### src/rtl/store_buffer.sv
// Store buffer in front of single-port data memory: FIFO of pending stores drained when no load
// needs the port, with youngest-match forwarding into a registered load result.
module store_buffer #(
  parameter int unsigned ADDR_WIDTH = 4,
  parameter int unsigned DATA_WIDTH = 16,
  parameter int unsigned DEPTH      = 4
) (
  input  logic                         clk,
  input  logic                         rst,
  input  logic                         st_valid,
  input  logic [ADDR_WIDTH-1:0]        st_addr,
  input  logic [DATA_WIDTH-1:0]        st_data,
  output logic                         st_ready,
  input  logic                         ld_valid,
  input  logic [ADDR_WIDTH-1:0]        ld_addr,
  output logic                         ld_rvalid,
  output logic [DATA_WIDTH-1:0]        ld_rdata,
  output logic                         empty,
  output logic [$clog2(DEPTH):0]       count,
  output logic                         mem_read,
  output logic                         mem_write,
  output logic [ADDR_WIDTH-1:0]        mem_addr,
  output logic [DATA_WIDTH-1:0]        mem_wdata,
  input  logic [DATA_WIDTH-1:0]        mem_rdata
);

  localparam int unsigned PTR_W = $clog2(DEPTH);
  localparam int unsigned CNT_W = PTR_W + 1;
  localparam logic [CNT_W-1:0] FULL_CNT = CNT_W'(DEPTH);

  logic [ADDR_WIDTH-1:0] addr_q [DEPTH];
  logic [ADDR_WIDTH-1:0] addr_d [DEPTH];
  logic [DATA_WIDTH-1:0] data_q [DEPTH];
  logic [DATA_WIDTH-1:0] data_d [DEPTH];
  logic [DEPTH-1:0]      valid_q, valid_d;
  logic [PTR_W-1:0]      head_q, head_d;
  logic [PTR_W-1:0]      tail_q, tail_d;
  logic [CNT_W-1:0]      count_q, count_d;
  logic                  ld_rvalid_q, ld_rvalid_d;
  logic [DATA_WIDTH-1:0] ld_rdata_q, ld_rdata_d;

  logic                  push, pop;
  logic [PTR_W-1:0]      idx;
  logic [DATA_WIDTH-1:0] sel_data;

  assign st_ready  = (count_q != FULL_CNT);
  assign empty     = (count_q == '0);
  assign count     = count_q;
  assign ld_rvalid = ld_rvalid_q;
  assign ld_rdata  = ld_rdata_q;

  // Port arbitration, forwarding and FIFO next-state.
  always_comb begin
    addr_d      = addr_q;
    data_d      = data_q;
    valid_d     = valid_q;
    head_d      = head_q;
    tail_d      = tail_q;
    count_d     = count_q;
    mem_read    = 1'b0;
    mem_write   = 1'b0;
    mem_addr    = '0;
    mem_wdata   = '0;
    idx         = '0;
    sel_data    = mem_rdata;

    push = st_valid && (count_q != FULL_CNT);
    pop  = !ld_valid && (count_q != '0);

    if (!rst) begin
      if (ld_valid) begin
        mem_read = 1'b1;
        mem_addr = ld_addr;
      end else if (pop) begin
        mem_write = 1'b1;
        mem_addr  = addr_q[head_q];
        mem_wdata = data_q[head_q];
      end
    end

    // Walk oldest to youngest so the last hit is the youngest matching store.
    for (int i = 0; i < DEPTH; i++) begin
      idx = head_q + PTR_W'(i);
      if (valid_q[idx] && (addr_q[idx] == ld_addr)) begin
        sel_data = data_q[idx];
      end
    end

    if (pop) begin
      valid_d[head_q] = 1'b0;
      head_d          = head_q + PTR_W'(1);
    end
    if (push) begin
      addr_d[tail_q]  = st_addr;
      data_d[tail_q]  = st_data;
      valid_d[tail_q] = 1'b1;
      tail_d          = tail_q + PTR_W'(1);
    end

    case ({push, pop})
      2'b10:   count_d = count_q + CNT_W'(1);
      2'b01:   count_d = count_q - CNT_W'(1);
      default: count_d = count_q;
    endcase

    ld_rvalid_d = ld_valid;
    ld_rdata_d  = ld_valid ? sel_data : ld_rdata_q;
  end

  always_ff @(posedge clk) begin
    if (rst) begin
      valid_q     <= '0;
      head_q      <= '0;
      tail_q      <= '0;
      count_q     <= '0;
      ld_rvalid_q <= 1'b0;
      ld_rdata_q  <= '0;
    end else begin
      valid_q     <= valid_d;
      head_q      <= head_d;
      tail_q      <= tail_d;
      count_q     <= count_d;
      ld_rvalid_q <= ld_rvalid_d;
      ld_rdata_q  <= ld_rdata_d;
    end
  end

  // Payload storage needs no reset; valid bits guard it.
  always_ff @(posedge clk) begin
    for (int i = 0; i < DEPTH; i++) begin
      addr_q[i] <= addr_d[i];
      data_q[i] <= data_d[i];
    end
  end

endmodule

### config.mk
export PLATFORM = sky130hd
export DESIGN_NAME = store_buffer
export DESIGN_NICKNAME = d
export VERILOG_FILES = /design/src/rtl/store_buffer.sv
export SDC_FILE = /design/constraint.sdc
export NUM_CORES = 1
export LEC_CHECK = 0
export CORE_ASPECT_RATIO = 0.7
export CORE_MARGIN = 2
export CORE_UTILIZATION = 25
export CTS_CLUSTER_SIZE = 20
export DETAILED_ROUTE_END_ITERATION = 16
export PLACE_DENSITY_LB_ADDON = 0.08
export RECOVER_POWER = 100
export SLEW_MARGIN = 20
export SYNTH_ARGS = -nofsm -noshare
export SYNTH_HDL_FRONTEND = slang
export SYNTH_SLANG_ARGS = --single-unit
### constraint.sdc
create_clock -name clk -period 4.6 [get_ports clk]
set_input_delay 0.46 -clock clk [delete_from_list [all_inputs] [get_ports clk]]
set_output_delay 0.46 -clock clk [all_outputs]
set_load 0.02 [all_outputs]
==> results.md <==
* Worst VDD drop at 0.0002099 V
* Final net count at 643
* Synth Instances at 526
* All-Layer GR Usage at 0.1576
* Global route hottest layer: met2
* Final min period at between 4 and 5 ns
* Max Cap Violations at 4
* Slew HR at -0.1028
* Final wirelength at 22.64 mm
* Endpoints failing setup at 0
* CP Max Fanout at 56
* Starting Density at 0.2541
* R2R depth at 10
* LEAKAGE at 2.723 nW
* Post-Syn Area at 0.007071 mm^2
* Row count at 51
* Post-synth EDFFs at 80
* Met1 usage at 0.2289
* Fraction of layout cells with a size suffix above 1 at 0.2024
* Synthesized Nets at 580
* Power Density at 498.1 mW/mm^2
* Yosys reg bits at 108
* Clock slew at reported path FFs at 0.08 ns
* CTS tree: yes
* CTS root buf: clkbuf_16
* Max Root-Sink Buffers at 2
* Slew Limit Fails at 88
* Mean post-synth cell area at between 10 and 15 um^2
* Largest stage delay, worst path at 0.90 ns
* Die Y-Extent at 144.7 um
* Antenna fix cells at 0
* H-tree level count at 3
* Total grt overflow at 0
* Worst skew pair latency at 0.37 ns
* Total die area at between 0.02 and 0.03 mm^2
* Register area share after synthesis at 0.4190
* WS Path Type: reg -> out
* Antenna violations before repair at 0
* Data arrival time of the critical path at 3.60 ns
* Core Area at 0.02782 mm^2
* First-pass GRT wire length at 33.53 mm
* DR WL/cell at about 23 um
* DRT Pass-1 Iters at 5
* Fraction of registers with async set/reset at 0
* Final Cycle Share at 0.8822
* IO Count at 88
* Setup crit end kind: primary output
* Failing checks: max-capacitance violations, max-slew violations
* Vias at 5,046
* Final Hold Vio Count at 0
* Antenna Nets Post-Route at 0
* P&R area growth vs syn at 20.28%
* Setup crit start kind: register
* Die Span X at 205.0 um
* Req. time, crit path at 4.14 ns
* First DRT Iteration DRCs at 473
* CP max stage cell: clkbuf_4
* Top_reg_cell synth: edfxtp_1
* Hold Crit Depth at 2
* Final Wtd Congestion at around 0.8
* Largest net degree at the start of global routing at 57
* Final worst setup slack at 0.5421 ns
* Post-CTS Resized at 0
* TNS Setup at 0 ns
* Drt drc at 0
* Clock buffer count from CTS at 9
* DP Wirelength at roughly 15 mm
* Netlist cell types at 55
* Vias in the first global route at 5,108
* Cell Chain, Critical Path: clkbuf_4 -> mux4_2 -> a22o_1 -> dlygate4sd3_1
* Synth Warn # at 0
* Hold buffer count at CTS at 0
* Core Util, Final at 0.3057
* Port Buf Inserts at 87
* Status: finished with violations
* Vias per cell at 5.234
* Worst Tran Pin Value at 1.654 ns
* Fillcell total at 2,854
* Skew final at 0.01115 ns
* Fmax achieved at 246.4 MHz
* Tightest Hold Check Type: reg -> reg
* # Post-CTS Setup Buffers at 0
* Met3 Track Usage GR at 0.02956
* Dpl ws at roughly 0.79 ns
* Clock Sinks at around 110
* GRT met2 Usage at 0.2429
* RSZ-0062 raised after global routing: no
-- critical path: cells and delay by family (launching register included) --
kind / cells / cell delay, ns
multiplexers: 1 / 0.71
flip-flops: 1 / 0.71
AO/OA/AOI/OAI: 1 / 0.23
buffers and inverters: 2 / 1.57
-- registers in the layout, indices dropped and copies added (netlist names) --
name / flops
count: 3
data_q: 64
valid_q: 4
tail_q: 2
ld_rvalid: 1
head_q: 2
addr_q: 16
ld_rdata: 16
-- through the flow --
step / hold slack (ns) / cell area [um^2] / instances / total power, mW
floorplan: 0.5067 / 7071 / 526 / 2.915
global placement: 0.4804 / 8238 / 949 / 3.490
detailed placement: 0.4840 / 8238 / 949 / 3.504
CTS: 0.4965 / 8534 / 964 / 4.344
global route: 0.5146 / 8504 / 964 / 4.495
finish: 0.4896 / 8504 / 964 / 4.236
-- logic make-up (layout without fill, tap and decap cells) --
group	count (synthesis)	after routing	synth area share
AND/OR/NAND/NOR	123	123	0.09521
flip-flops	108	108	0.4190
AO/OA/AOI/OAI	97	97	0.1090
multiplexers	93	93	0.2674
buffers and inverters	70	137	0.05220
XOR/XNOR	25	25	0.03840
adder cells (fa/ha/maj)	10	10	0.01876
-- power by group --
| part | switching [mW] | internal, mW | total, mW |
|---|---|---|---|
| registers | 0.152 | 1.17 | 1.32 |
| logic | 1.14 | 0.958 | 2.10 |
| clock network | 0.388 | 0.427 | 0.815 |
-- cell usage after synthesis, drive strengths merged, types with 12 or more instances --
cell type / instances / share of area
edfxtp: 80 / 0.34
mux4: 76 / 0.24
buf: 34 / 0.033
nand4: 30 / 0.027
dfxtp: 28 / 0.079
nor2: 26 / 0.014
nand2: 25 / 0.014
inv: 21 / 0.011
and2: 18 / 0.016
xnor2: 17 / 0.027
clkbuf: 15 / 0.0080
o31ai: 14 / 0.015
mux2i: 13 / 0.018
a32oi: 12 / 0.015
-- cells in the final DEF, fill, tap and decap left out, drive strengths merged, types with 2 or more instances in the layout --
cell type	synthesis	final
edfxtp	80	80
mux4	76	76
dlygate4sd3	0	62
nand4	30	30
dfxtp	28	28
nor2	26	26
clkdlybuf4s50	0	25
nand2	25	25
inv	21	24
and2	18	18
xnor2	17	17
o31ai	14	14
mux2i	13	13
a32oi	12	12
clkbuf	15	12
a21o	11	11
buf	34	11
a21boi	11	11
o311ai	11	11
a21oi	10	10
ha	9	9
xor2	8	8
a31oi	6	6
nand3	6	6
or3	5	5
and3	5	5
mux2	4	4
a211oi	4	4
nor3	3	3
a22o	3	3
and4	3	3
o41ai	3	3
o2111a	3	3
o32ai	3	3
or4	2	2
o22ai	2	2
o21ai	2	2
-- layer usage --
layer	vias to the layer above	wire length, um
met5	-	0
met4	0	243
met3	14	1021
met2	154	10270
met1	2612	11100
li1	2266	-
-- path summary, 6_finish.rpt --
check                                               from                        to  slack [ns]
worst max register to register    head_q[0]$_SDFFE_PP0N_  ld_rdata[7]$_SDFFE_PP0P_        0.57
worst max-delay path              head_q[0]$_SDFFE_PP0N_               mem_addr[3]        0.54
worst min register to register  ld_rdata[6]$_SDFFE_PP0P_  ld_rdata[6]$_SDFFE_PP0P_        0.49
worst min-delay path            ld_rdata[6]$_SDFFE_PP0P_  ld_rdata[6]$_SDFFE_PP0P_        0.49
-- cell type report --
class	instances	area, um^2	area share
clock inverter	6	71.32	0.008386
inverter	21	78.83	0.009269
tap	371	464.2	0.05458
multi-input combinational	348	3727	0.4383
timing repair buffer	101	969.7	0.1140
sequential	108	2968	0.3490
clock buffer	9	225.2	0.02648
Power figures use the tool's default switching activity.
